<file path="config.mk">
export PLATFORM = sky130hd
export DESIGN_NAME = gray_monitor
export DESIGN_NICKNAME = d
export VERILOG_FILES = /design/src/rtl/gray_pkg.sv /design/src/rtl/gray_monitor_gray2bin.sv /design/src/rtl/gray_monitor.sv
export SDC_FILE = /design/constraint.sdc
export NUM_CORES = 1
export LEC_CHECK = 0
export CORE_UTILIZATION = 45
export CTS_BUF_LIST = sky130_fd_sc_hd__clkbuf_16
export DETAILED_ROUTE_END_ITERATION = 8
export PLACE_DENSITY = 0.84
export SETUP_SLACK_MARGIN = 0.02
export SYNTH_ARGS = -nofsm -noshare
export SYNTH_HDL_FRONTEND = slang
export SYNTH_SLANG_ARGS = --single-unit
</file>
<file path="constraint.sdc">
create_clock -name Clk -period 2.85 [get_ports Clk]
set_input_delay 0.285 -clock Clk [delete_from_list [all_inputs] [get_ports Clk]]
set_output_delay 0.285 -clock Clk [all_outputs]
set_load 0.01 [all_outputs]
</file>
<file path="src/rtl/gray_pkg.sv">
// Shared constants for the 3-bit Gray sequence monitor: data width, lap counter
// sizing and the legacy-compatible FSM state encodings.
package gray_pkg;

    localparam int unsigned GRAY_W = 3;
    localparam int unsigned LAP_W  = 4;

    localparam logic [LAP_W-1:0] LAP_MAX = '1;

    localparam logic [1:0] ST_IDLE  = 2'd0;
    localparam logic [1:0] ST_TRACK = 2'd1;
    localparam logic [1:0] ST_FAULT = 2'd2;

endpackage

</file>
<file path="src/rtl/gray_monitor_gray2bin.sv">
// Combinational 3-bit Gray-to-binary decoder.
module gray2bin
    import gray_pkg::*;
(
    input  logic [GRAY_W-1:0] i_gray,
    output logic [GRAY_W-1:0] o_bin
);

    assign o_bin[2] = i_gray[2];
    assign o_bin[1] = i_gray[2] ^ i_gray[1];
    assign o_bin[0] = i_gray[2] ^ i_gray[1] ^ i_gray[0];

endmodule

</file>
<file path="src/rtl/gray_monitor.sv">
// Receiving end of a 3-bit Gray counter: decodes each sample, checks it is a
// legal +1 step (or a repeat), and tracks wraps and illegal steps.
module gray_monitor
    import gray_pkg::*;
(
    input  logic              Clk,
    input  logic              Reset_n,
    input  logic              Clear,
    input  logic              Valid,
    input  logic [GRAY_W-1:0] Gray,
    output logic [GRAY_W-1:0] Binary,
    output logic              Advance,
    output logic              Overflow,
    output logic [LAP_W-1:0]  Laps,
    output logic              Error
);

    logic [1:0]        r_state;
    logic [GRAY_W-1:0] r_bin;
    logic              r_adv;
    logic              r_ovf;
    logic [LAP_W-1:0]  r_laps;
    logic              r_err;

    logic [GRAY_W-1:0] w_bin;
    logic [GRAY_W-1:0] w_bin_inc;
    logic              w_step;
    logic              w_hold;

    gray2bin u_gray2bin (
        .i_gray (Gray),
        .o_bin  (w_bin)
    );

    assign w_bin_inc = r_bin + GRAY_W'(1);
    assign w_step    = (w_bin == w_bin_inc);
    assign w_hold    = (w_bin == r_bin);

    always_ff @(posedge Clk or negedge Reset_n) begin
        if (!Reset_n) begin
            r_state <= ST_IDLE;
            r_bin   <= '0;
            r_adv   <= 1'b0;
            r_ovf   <= 1'b0;
            r_laps  <= '0;
            r_err   <= 1'b0;
        end else if (Clear) begin
            r_state <= ST_IDLE;
            r_bin   <= '0;
            r_adv   <= 1'b0;
            r_ovf   <= 1'b0;
            r_laps  <= '0;
            r_err   <= 1'b0;
        end else begin
            r_adv <= 1'b0;
            if (Valid) begin
                case (r_state)
                    ST_IDLE: begin
                        r_bin   <= w_bin;
                        r_adv   <= 1'b1;
                        r_state <= ST_TRACK;
                    end
                    ST_TRACK: begin
                        if (w_step) begin
                            r_bin <= w_bin;
                            r_adv <= 1'b1;
                            // Stepping from all-ones back to zero is one full lap.
                            if (r_bin == '1) begin
                                r_ovf <= 1'b1;
                                if (r_laps != LAP_MAX) begin
                                    r_laps <= r_laps + LAP_W'(1);
                                end
                            end
                        end else if (!w_hold) begin
                            r_err   <= 1'b1;
                            r_state <= ST_FAULT;
                        end
                    end
                    default: ;
                endcase
            end
        end
    end

    assign Binary   = r_bin;
    assign Advance  = r_adv;
    assign Overflow = r_ovf;
    assign Laps     = r_laps;
    assign Error    = r_err;

endmodule

</file>
== Word level (Yosys, flattened, before mapping) ==
Cells that the tools add are included.
Operators by class
  reduce and logical (&&, ||, !) cells: 12
  equality and inequality tests: 10
  bitwise gates (word level): 2
  add/sub/neg operators: 2
  muxes and demuxes: 29
Operators with widths (number)
  $mux 4: 6
  $mux 1: 13
  $reduce_and 4->1: 3
  $reduce_bool 2->1: 5
  $mux 3: 3
  $ne 3x3->1 const B: 3
  $mux 2: 4
  $eq 3x3->1: 2
  $pmux 3 s2: 1
  $reduce_and 5->1: 1
  $add 4x1->4 const B: 1
  $ne 2x2->1 const B: 2
  $ne 4x4->1 const B: 1
  $pmux 2 s2: 1
  $add 3x1->3 const B: 1
  $eq 3x3->1 const B: 1
  $reduce_and 3->1: 1
  $reduce_bool 3->1: 1
  $eq 2x1->1 const B: 1
  $logic_not 2->1: 1
  $pmux 1 s2: 1
  $xor 1x1->1: 2
Storage, ports and cells
  output and inout port bits: 10
  bits in registers: 12

== Longest topological paths before layout ==
  depth after elaboration: 8
  gate-level depth with buffers: 7
  gate-level depth less buffers: 7

== Modules after synthesis ==
From an unflattened synthesis, not the netlist that was laid out.
Second synthesis, totals
  cells, all modules: 64
  area total of the unflattened synthesis: 709.4 µm²
Modules (own cells, without submodules)
  gray_monitor: cells an instance 61, area each 669.4 µm², seq. area each 300.3 µm², times used 1
  gray2bin: cells an instance 3, area each 40.0 µm², seq. area each 0.0 µm², times used 1

== Worst setup path after synthesis ==
OpenSTA, ideal clock, no wires.
  kind: register to register
  start point: register r_bin[0] (netlist: Binary[0])
  end point: register r_laps[3] (netlist: Laps[3])
  library setup time: 94 ps
  stages on the path, launching flop included: 8
  arrival: 2306 ps
  path slack: 450 ps
  required time: 2756 ps
  cells stage by stage: dfrtp_1 ha_1 ha_1 or4_4 a211oi_4 nor2_1 or2_0 a211oi_1
Between the ends
  longest elaborated chain between the ends: 4
  elaborated cells between the ends (all ways): 6
Ends and longest elaborated chain
  from (decl): RTL line gray_monitor.sv:19  | logic [GRAY_W-1:0] r_bin;
  from (signal assigned): RTL line gray_monitor.sv:59  | r_bin <= w_bin;
  from (signal assigned): RTL line gray_monitor.sv:65  | r_bin <= w_bin;
  $add 3x1->3: RTL line gray_monitor.sv:35  | assign w_bin_inc = r_bin + GRAY_W'(1);
  $eq 3x3->1: RTL line gray_monitor.sv:36  | assign w_step = (w_bin == w_bin_inc);
  $reduce_bool 2->1 (no line)
  $reduce_and 5->1 (no line) *
  to (signal assigned): RTL line gray_monitor.sv:71  | r_laps <= r_laps + LAP_W'(1);
  to (decl): RTL line gray_monitor.sv:22  | logic [LAP_W-1:0] r_laps;
Every way passes the cells marked *; elsewhere a longest branch is shown, timed or not.
A chain may end at the register's enable or synchronous reset.

== Final worst setup path ==
Same ends and word-level chain as after synthesis.

==> flow_summary_export.csv <==
group,metric,value,unit
logic_synthesis,synth_seq_cells,12,
sta,slew_headroom,65.1,%
grt,grt_pass1_wl,2500,um
placement,place_ws,385,ps
logic_synthesis,syn-num-nets,88,
sta,fmax,403,MHz
grt,grt.overflow.total,0,
clock_network,cts_tree,"done",
sta,hold_viol_final,0,
grt,busiest_layer,"met2",
sta,finalWorstSetupSlack,367,ps
detailed_routing,wirelength,1490,um
placement,gp_congestion,0.794,
clock_network,clk_latency,240,ps
logic_synthesis,synth_edf_count,0,
grt,grt_use_met1,21.5,%
logic_synthesis,synth_xor_area_share,5.80,%
grt,first_global_vias,589,
worst_hold_path,holdCritPathClass,"input port to asynchronous set/reset pin",
floorplan,ios,17,
logic_synthesis,synthMuxAreaShare,6.63,%
pwr,vdd_drop_max,0.000371,V
clock_network,clk_path_buf_depth,2,
placement,hpwlAfterDp,1130,um
detailed_routing,routed_via_density,5.44,
critical_path,cp_data_arrival_time,2620,ps
finish,synthToLayoutAreaGrowth,33.3,%
finish,diodes,0,
finish,fillers,134,
logic_synthesis,synth_cell_types,28,
pwr,comb_power_share,18.5,%
clock_network,cts_hold_buf,0,
run_status,status,"finished clean",
logic_synthesis,synth-simple-area-share,26.7,%
pwr,p_sw,0.132,mW
logic_synthesis,synth_compound_gate_area_share,13.1,%
logic_synthesis,synth_area,754,um2
critical_path,critPathKind,"flop to flop",
critical_path,critPathCaptureType,"flop",
detailed_routing,dr.pass1.iters,4,
critical_path,path_max_fanout,5,
floorplan,die_area,1840,um2
critical_path,r2r-start,"Binary[0]",
pwr,power_frac_clock,46.3,%
sta,final.setup.tns,0,ps
clock_network,clk_pin_slew,40,ps
placement,portBuffers,16,
logic_synthesis,synth_top_family_by_area,"simple AND/OR/NAND/NOR gates",
pwr,powerDensity,543,nW/um2
critical_path,rr_worst_depth,7,
detailed_routing,drtIter0Drc,6,
clock_network,post_cts_buffers,0,
grt,grt_usage,18.3,%
logic_synthesis,synthArstFlopShare,100,%
clock_network,cts_inserted_buffers,3,
grt,grtUsageMet2,30.3,%
sta,finalCriticalPeriod,2480,ps
detailed_routing,ant_nets,0,
sta,drv_slew,0,
pwr,leakage,0.441,nW
logic_synthesis,avgSynthCellArea,9.67,um2
logic_synthesis,yosys_warnings,0,
finish,post-route-cell-area,1010,um2
floorplan,initial_utilization,48.9,%
sta,fin_crit_sh,87.1,%
detailed_routing,drc,0,
run,maxCapViolCount,0,
sta,setup_viol,0,
grt,grt_antenna_before_repair,0,
clock_network,root_buffer,"clkbuf_16",
logic_synthesis,synth_flop_cell,"dfrtp_1",
pwr,swShare,24.2,%
detailed_routing,wl_per_cell,13.2,um
critical_path,reg2reg_slack,370,ps
grt,grt_max_degree,13,
placement,placed_area,927,um2
pwr,internal_power,0.414,mW
grt,grtUsageMet3,7.66,%
logic_synthesis,yosysSeqAreaShare,39.8,%
finish,final_util,65.3,%
logic_synthesis,yosys.area_share.adder,4.98,%
critical_path,timing.rr.end,"Laps[3]",
floorplan,rows,14,
critical_path,worstPathRequired,2990,ps
finish,layout.nets,108,
finish,drive_gt1_share,7.22,%
sta,rsz0062_at_grt,"false",
sta,finalClockSkew,1.31,ps
floorplan,die_w,42.9,um
floorplan,die_h,42.9,um
detailed_routing,vias,615,
pwr,power_frac_seq,35.2,%
clock_network,cts_resized,0,
sta,worstMarginPinSlew,522,ps
clock_network,htreeDepth,1,
clock_network,cts.sinks,12,
logic_synthesis,syn_inst,78,
floorplan,core,1540,um2
critical_path,startpoint_type,"flop",
==> final cells by class <==
class,count,area (um2),area share [%]
Clock buffer,3,75.1,7.46
Clock inverter,1,3.75,0.373
Inverter,2,7.51,0.746
Multi-Input combinational cell,62,432,42.9
Sequential cell,12,300,29.9
Tap cell,16,20.0,1.99
Timing Repair Buffer,17,168,16.7
==> synth_stat cells (2+ instances only) <==
library cell / count / area [um2]
nor4_1: 2 / 12.5
a211oi_1: 3 / 22.5
o21ai_1: 2 / 10.0
mux2i_1: 5 / 50.1
dfrtp_1: 12 / 300
nand4b_1: 4 / 35.0
xor2_1: 4 / 35.0
ha_1: 3 / 37.5
inv_1: 2 / 7.51
nor2_1: 12 / 45.0
a21oi_1: 2 / 10.0
nand3_1: 3 / 15.0
nand2_1: 7 / 26.3
nor3_1: 3 / 15.0
==> layout by cell type (no fill, tap or decap), types with 3 or more instances in the layout <==
cell | Yosys | final
a211oi_1 | 3 | 3
clkbuf_16 | 0 | 3
clkdlybuf4s50_1 | 0 | 16
dfrtp_1 | 12 | 12
ha_1 | 3 | 3
mux2i_1 | 5 | 5
nand2_1 | 7 | 7
nand3_1 | 3 | 3
nand4b_1 | 4 | 4
nor2_1 | 12 | 12
nor3_1 | 3 | 3
xor2_1 | 4 | 4
==> critical path, cell delays in order (launching register included) <==
cell	delay (ps)
dfrtp_1	420
ha_1	220
ha_1	320
or4_4	570
a211oi_4	300
nor2_1	90
or2_0	220
a211oi_1	230
==> per-layer routing <==
metal	vias up	share of wire [%]
li1	321	-
met1	282	47
met2	10	48
met3	2	4.3
met4	0	0.54
met5	-	0
==> cells by family (layout without fill, tap and decap cells) <==
kind of cell	count (synthesis)	in the layout
simple gates	37	37
compound gates	12	12
flops	12	12
xor+xnor	5	5
mux	5	5
buf+inv	4	23
fa+ha+maj	3	3
==> how the worst max path moves through the flow <==
stage	start	end	slack, ps	cells after the start
4_1_cts	Binary[0]	Laps[3]	370	7
3_3_place_gp	Binary[0]	Laps[3]	450	7
3_5_place_dp	Binary[0]	Laps[3]	390	7
6_report	Binary[0]	Laps[3]	370	7
5_1_grt	Binary[0]	Laps[3]	230	7
2_1_floorplan	Binary[0]	Laps[3]	450	7
==> sequential cells by signal, indices dropped and copies added, names as in the netlist <==
signal,flops
Advance,1
Binary,3
Error,1
Laps,4
Overflow,1
r_state,2
==> power groups by stage <==
| stage | logic [mW] | clock network, mW | registers, mW |
|---|---|---|---|
| detailed placement | 0.100 | 0 | 0.195 |
| floorplan | 0.0597 | 0 | 0.196 |
| global route | 0.109 | 0.266 | 0.194 |
| CTS | 0.101 | 0.259 | 0.193 |
| finish | 0.101 | 0.253 | 0.192 |
| global placement | 0.0991 | 0 | 0.194 |
==> stage by stage <==
| step | hold slack (ps) | std cells | power, mW |
|---|---|---|---|
| after global placement | 486 | 109 | 0.293 |
| after CTS | 415 | 113 | 0.553 |
| after detailed placement | 498 | 109 | 0.295 |
| final | 396 | 113 | 0.546 |
| after global routing | 463 | 113 | 0.570 |
| after floorplan | -10.6 | 78 | 0.256 |
(Power assumes the default switching activity.)
